## config.mk

```make
export PLATFORM = sky130hd
export DESIGN_NAME = ct_l2cache_data_seq
export DESIGN_NICKNAME = d
export VERILOG_FILES = /design/src/rtl/ct_l2cache_data_seq_pkg.sv /design/src/rtl/ct_l2cache_data_rdpipe.sv /design/src/rtl/ct_l2cache_data_seq.sv
export SDC_FILE = /design/constraint.sdc
export NUM_CORES = 2
export LEC_CHECK = 0
export BUFFER_PORTS_ARGS = -buffer_cell sky130_fd_sc_hd__clkbuf_2
export CAP_MARGIN = 20
export CORE_AREA = 3 3 586 588
export CTS_CLUSTER_SIZE = 8
export DETAILED_ROUTE_END_ITERATION = 12
export DIE_AREA = 0 0 589 591
export PLACE_DENSITY = 0.34
export SYNTH_ARGS = -nofsm -noshare
export SYNTH_HDL_FRONTEND = slang
export SYNTH_HIERARCHICAL = 1
export SYNTH_SLANG_ARGS = --single-unit
```

## constraint.sdc

```tcl
create_clock -name forever_cpuclk -period 5.3 [get_ports forever_cpuclk]
set_input_delay 0.265 -clock forever_cpuclk [delete_from_list [all_inputs] [get_ports forever_cpuclk]]
set_output_delay 0.265 -clock forever_cpuclk [all_outputs]
set_load 0.005 [all_outputs]
```

## src/rtl/ct_l2cache_data_seq_pkg.sv

```systemverilog
// Shared definitions for the L2 data-array line sequencer.
//   L2C_DATA_INDEX_WIDTH : SRAM row index width (1M configuration)
//   L2C_DATA_BEATS       : 128-bit beats per 64B line
//   seq_state_t          : sequencer FSM states
package ct_l2cache_data_seq_pkg;

    localparam int unsigned L2C_DATA_INDEX_WIDTH = 13;
    localparam int unsigned L2C_DATA_BEATS       = 4;

    typedef enum logic [1:0] {
        ST_IDLE   = 2'd0,
        ST_ACCESS = 2'd1,
        ST_WAIT   = 2'd2,
        ST_DONE   = 2'd3
    } seq_state_t;

endpackage

```

## src/rtl/ct_l2cache_data_rdpipe.sv

```systemverilog
// Read-return pipeline for the L2 data sequencer.
// Delays a valid/beat tag by RD_LAT cycles so that it lines up with SRAM Q,
// then writes Q into the matching 128-bit slot of the assembled line.
//   forever_cpuclk : clock
//   cpurst_b       : asynchronous reset, active-low (discards in-flight tags)
//   issue_vld      : a read beat is on the SRAM pins this cycle
//   issue_beat     : beat number of that read
//   data_dout      : SRAM Q
//   rdata          : assembled 512-bit line
module ct_l2cache_data_rdpipe #(
    parameter int unsigned RD_LAT = 1
) (
    input  logic         forever_cpuclk,
    input  logic         cpurst_b,
    input  logic         issue_vld,
    input  logic [1:0]   issue_beat,
    input  logic [127:0] data_dout,
    output logic [511:0] rdata
);

    logic [RD_LAT-1:0] vld_pipe;
    logic [1:0]        beat_pipe [RD_LAT];
    logic              cap_vld;
    logic [1:0]        cap_beat;

    always_ff @(posedge forever_cpuclk or negedge cpurst_b) begin
        if (!cpurst_b) begin
            vld_pipe <= '0;
            for (int unsigned i = 0; i < RD_LAT; i++) begin
                beat_pipe[i] <= '0;
            end
        end else begin
            vld_pipe[0]  <= issue_vld;
            beat_pipe[0] <= issue_beat;
            for (int unsigned i = 1; i < RD_LAT; i++) begin
                vld_pipe[i]  <= vld_pipe[i-1];
                beat_pipe[i] <= beat_pipe[i-1];
            end
        end
    end

    assign cap_vld  = vld_pipe[RD_LAT-1];
    assign cap_beat = beat_pipe[RD_LAT-1];

    always_ff @(posedge forever_cpuclk or negedge cpurst_b) begin
        if (!cpurst_b) begin
            rdata <= '0;
        end else if (cap_vld) begin
            rdata[128*cap_beat +: 128] <= data_dout;
        end
    end

endmodule

```

## src/rtl/ct_l2cache_data_seq.sv

```systemverilog
// L2 data SRAM line sequencer.
// Accepts one 64B line request, issues it as 4 x 128-bit beats on registered
// active-low SRAM pins, and returns either a wr_done pulse or the read line.
//   forever_cpuclk / cpurst_b       : clock, asynchronous active-low reset
//   req_vld/req_rdy/req_wr/req_idx  : line request handshake and address
//   req_wdata/req_bwen              : write line and active-high byte enables
//   wr_done / rdata_vld / rdata     : completion pulses and read line
//   data_cen/gwen/wen/idx/din/dout  : SRAM wrapper interface
module ct_l2cache_data_seq
    import ct_l2cache_data_seq_pkg::*;
#(
    parameter int unsigned DATA_INDEX_WIDTH = L2C_DATA_INDEX_WIDTH,
    parameter int unsigned RD_LAT           = 1
) (
    input  logic                        forever_cpuclk,
    input  logic                        cpurst_b,
    input  logic                        req_vld,
    output logic                        req_rdy,
    input  logic                        req_wr,
    input  logic [DATA_INDEX_WIDTH-3:0] req_idx,
    input  logic [511:0]                req_wdata,
    input  logic [63:0]                 req_bwen,
    output logic                        wr_done,
    output logic                        rdata_vld,
    output logic [511:0]                rdata,
    output logic                        data_cen,
    output logic                        data_gwen,
    output logic [127:0]                data_wen,
    output logic [DATA_INDEX_WIDTH-1:0] data_idx,
    output logic [127:0]                data_din,
    input  logic [127:0]                data_dout
);

    localparam logic [1:0] WAIT_LAST = 2'(RD_LAT - 1);

    seq_state_t                  state_q, state_d;
    logic [1:0]                  cnt_q, cnt_d;
    logic                        wr_q;
    logic [DATA_INDEX_WIDTH-3:0] idx_q;
    logic [511:0]                wdata_q;
    logic [63:0]                 bwen_q;
    logic                        accept;

    // Request fields feeding the pin registers: on the accept edge the latch
    // is not loaded yet, so beat 0 is taken straight from the request port.
    logic                        src_wr;
    logic [DATA_INDEX_WIDTH-3:0] src_idx;
    logic [511:0]                src_wdata;
    logic [63:0]                 src_bwen;
    logic [15:0]                 bwen_beat;

    logic                        cen_d, gwen_d;
    logic [127:0]                wen_d, din_d;
    logic [DATA_INDEX_WIDTH-1:0] idx_d;

    assign accept = req_vld && (state_q == ST_IDLE);

    always_comb begin
        state_d = state_q;
        cnt_d   = cnt_q;
        case (state_q)
            ST_IDLE: begin
                if (accept) begin
                    state_d = ST_ACCESS;
                    cnt_d   = '0;
                end
            end
            ST_ACCESS: begin
                cnt_d = cnt_q + 2'd1;
                if (cnt_q == 2'd3) begin
                    state_d = wr_q ? ST_DONE : ST_WAIT;
                end
            end
            ST_WAIT: begin
                // counter wrapped to 0 leaving ACCESS; reused as latency count
                cnt_d = cnt_q + 2'd1;
                if (cnt_q == WAIT_LAST) begin
                    state_d = ST_DONE;
                    cnt_d   = '0;
                end
            end
            ST_DONE: begin
                state_d = ST_IDLE;
            end
            default: begin
                state_d = ST_IDLE;
            end
        endcase
    end

    always_comb begin
        src_wr    = accept ? req_wr    : wr_q;
        src_idx   = accept ? req_idx   : idx_q;
        src_wdata = accept ? req_wdata : wdata_q;
        src_bwen  = accept ? req_bwen  : bwen_q;
        bwen_beat = src_bwen[16*cnt_d +: 16];

        cen_d  = 1'b1;
        gwen_d = 1'b1;
        wen_d  = '1;
        idx_d  = data_idx;
        din_d  = data_din;
        if (state_d == ST_ACCESS) begin
            idx_d = {src_idx, cnt_d};
            if (src_wr) begin
                cen_d  = ~|bwen_beat;
                gwen_d = 1'b0;
                for (int unsigned j = 0; j < 16; j++) begin
                    wen_d[8*j +: 8] = {8{~bwen_beat[j]}};
                end
                din_d = src_wdata[128*cnt_d +: 128];
            end else begin
                cen_d = 1'b0;
            end
        end
    end

    always_ff @(posedge forever_cpuclk or negedge cpurst_b) begin
        if (!cpurst_b) begin
            state_q   <= ST_IDLE;
            cnt_q     <= '0;
            wr_q      <= 1'b0;
            idx_q     <= '0;
            wdata_q   <= '0;
            bwen_q    <= '0;
            data_cen  <= 1'b1;
            data_gwen <= 1'b1;
            data_wen  <= '1;
            data_idx  <= '0;
            data_din  <= '0;
        end else begin
            state_q   <= state_d;
            cnt_q     <= cnt_d;
            data_cen  <= cen_d;
            data_gwen <= gwen_d;
            data_wen  <= wen_d;
            data_idx  <= idx_d;
            data_din  <= din_d;
            if (accept) begin
                wr_q    <= req_wr;
                idx_q   <= req_idx;
                wdata_q <= req_wdata;
                bwen_q  <= req_bwen;
            end
        end
    end

    assign req_rdy   = (state_q == ST_IDLE);
    assign wr_done   = (state_q == ST_DONE) &&  wr_q;
    assign rdata_vld = (state_q == ST_DONE) && !wr_q;

    // A read beat is on the pins whenever CEN is low with GWEN high.
    ct_l2cache_data_rdpipe #(
        .RD_LAT (RD_LAT)
    ) u_rdpipe (
        .forever_cpuclk (forever_cpuclk),
        .cpurst_b       (cpurst_b),
        .issue_vld      (~data_cen & data_gwen),
        .issue_beat     (data_idx[1:0]),
        .data_dout      (data_dout),
        .rdata          (rdata)
    );

endmodule

```

==> impl_metrics.tcl <==
set metrics [dict create \
    syn-num-nets 5711 \
    synth_edf_count 0 \
    synth_top_area_share_pct 59.4 \
    first_global_vias 49000 \
    root_buffer "clkbuf_16" \
    skew_ns 0.0835 \
    io_buffers 1504 \
    synthSimpleGateAreaFrac_pct 17.9 \
    synth_fa_ha_area_share_pct 0.191 \
    synth.area.top_cells "dfrtp_1 59%, nand2_1 14%, mux4_2 4.7%" \
    ys_ff_latch 1266 \
    nets 7689 \
    fin_util_pct 22.7 \
    ys_seq_area_share_pct 60.3 \
    drive_above_1_share_pct 28.2 \
    cap_violations 0 \
    drtIter0Drc 2770 \
    final_antenna_net_count 0 \
    track_usage_pct 15.9 \
    worstPathCellList "nor3b_2 -> buf_12 -> mux2i_1 -> mux4_2 -> nand4_1 -> or4b_1 -> o31ai_1" \
    n_fill_cell 37100 \
    num_rows 214 \
    clk_path_buf_depth 4 \
    setup_slack_ns 1.79 \
    yosys-top-cells-count "1963 x nand2_1, 1248 x dfrtp_1, 330 x nand3_1" \
    area_growth_pct 46.2 \
    hold_class "primary input to flop" \
    final.setup.tns_ns 0 \
    clk_latency_ns 0.87 \
    synth-xor-area-share_pct 0 \
    route.detailed.drc 0 \
    num_io_pins 1505 \
    synth_compound_area_share_pct 10.9 \
    synth_most_common_cell "nand2_1" \
    yosys_warnings 6 \
    grt_pass1_wl_um 400000 \
    setup_viol 0 \
    critPathKind "flop to flop" \
    h-tree-depth 4 \
    antenna_found_initial 126 \
    gp_congestion 0.815 \
    crit_family "simple AND/OR/NAND/NOR gates" \
    dpl.hpwl_um 211000 \
    wl_um 287000 \
    cts_resized 0 \
    worstPathArrival_ns 4.22 \
    slowest_delay_ns 0.69 \
    synth.distinct_cells 44 \
    place_ws_ns 1.70 \
    grt_max_degree 172 \
    cp.required_ns 6.01 \
    clock-sinks 1266 \
    core_area_um2 339000 \
    slowest_stage "or4b_1" \
    worst_slew_pin_slew_ns 1.24 \
    vias 47100 \
    outcome "finished, final reports clean" \
    final_max_slew_viol_count 0 \
    die_w_um 589 \
    cts_tree "done" \
    cp-end-kind "flop" \
    cp_max_fo 124 \
    viasPerCell 4.05 \
    finalCriticalPeriod_ns 3.51 \
    avgSynthCellArea_um2 10.5 \
    critPathBufInv 1 \
    die_area_um2 348000 \
    dr.pass1.iters 5 \
    cts_buffers 186 \
    final_hold_viol_count 0 \
    overflow 0 \
    synth_mux_area_share_pct 5.51 \
    ys_async_sr_fraction_pct 100 \
    synth_ff_type "dfrtp_1" \
    power.leakage_uw 0.0369 \
    synth_top_family_by_area "simple AND/OR/NAND/NOR gates" \
    peakVddDrop_uv 806 \
    p_per_area_nw_per_um2 634 \
    synth.largest_area_cell "dfrtp_1" \
    start_util_pct 15.5 \
    rsz0062_at_grt "no" \
    syn_inst 4984 \
    die_y_um 591 \
    fmax_mhz 285 \
    synthesis.area_um2 52500 \
    clk_pin_slew_ns 0.05 \
    fin_crit_sh_pct 66.3 \
    cts_setup_buffers 0 \
    max-slew-margin-rel_pct 17.4 \
    startpoint_type "flop" \
    drt-wirelength-per-cell_um 24.7 \
]
-- worst reg2reg max path: cells and delay by family (launching register included) --
kind                   cells  cell delay, ns
and+or+nand+nor            3            1.16
DFF                        1            0.51
muxes                      2            0.96
buffers and inverters      1            0.49
AOI/OAI and AO/OA          1            0.28
-- registers in the layout (all words and copies together), names as in the netlist --
name,flops
bwen_q,64
cnt_q,2
data_cen,1
data_din,128
data_gwen,1
data_idx,13
data_wen,16
idx_q,11
state_q,2
u_rdpipe/beat_pipe,2
u_rdpipe/cap_vld,1
u_rdpipe/rdata,512
wdata_q,512
wr_q,1
-- per-layer routing --
layer	part of all wire, %	global-route usage (%)
met4	3.1	4.68
met2	50	27.8
met5	0.11	0
met3	6.9	4.02
met1	40	19.2
-- through the flow --
step / total power, uW / hold slack, ns / cell area (um2) / cells
CTS: 49700 / 0.0302 / 76600 / 11600
global placement: 37400 / 0.260 / 64200 / 10600
global route: 52000 / 0.0878 / 76800 / 11600
finish: 48700 / 0.154 / 76800 / 11600
detailed placement: 37600 / 0.270 / 64200 / 10600
floorplan: 27900 / -0.0306 / 52500 / 4984
-- cells by family after synthesis --
group | Yosys count
AO/OA/AOI/OAI | 645
adder cells (fa/ha/maj) | 8
buffers and inverters | 542
flip-flops | 1266
multiplexers | 150
AND/OR/NAND/NOR | 2373
-- repair_timing --
action / in CTS / in global routing
hold buffers: 720 / 0
endpoints found under the hold margin: 1688 / 0
endpoints found under the setup margin: 0 / 0
-- final timing paths --
kind | from | to | slack (ns) | cells past startpoint
min in group asynchronous | cpurst_b | wdata_q[226] | 0.55 | 3
worst max-delay path | state_q[1] | data_cen | 1.79 | 7
worst min-delay path | req_wdata[346] | wdata_q[346] | 0.15 | 4
worst min register to register | wdata_q[328] | wdata_q[328] | 0.46 | 2
worst max register to register | state_q[1] | data_cen | 1.79 | 7
max in group asynchronous | cpurst_b | u_rdpipe/rdata[215] | 3.38 | 5
-- cell type report --
type                    instances  area [um2]  area share [%]
diodes                         54         135           0.176
inverters                      26         108           0.140
multi-input cells            3176       18200            23.8
repair buffers               2306       15700            20.5
well taps                    4536        5680            7.39
clock buffers                 235        4880            6.35
flip-flops and latches       1266       31700            41.3
clock inverters                19         337           0.438
-- power breakdown --
group,total [uW],internal (uW),leakage [uW],switching [uW]
registers,16000,13900,0.0163,2100
logic,21400,7900,0.0180,13500
clock network,11200,6540,0.00252,4690
total,48700,28400,0.0369,20300
-- layout by cell type (no fill, tap or decap), types with 8 or more instances in the layout --
master	n
nand2_1	1959
clkbuf_2	1503
dfrtp_1	1247
dlygate4sd3_1	719
nand3_1	329
o2bb2ai_1	268
a32o_1	237
clkbuf_16	186
mux4_2	109
o211ai_1	60
buf_4	56
diode_2	54
nor2_1	52
a31oi_1	47
clkbuf_1	45
buf_12	25
inv_1	24
mux2_2	23
mux2i_1	18
dfstp_2	18
or2_2	8
Note: power is estimated with default switching activity, not from simulation.
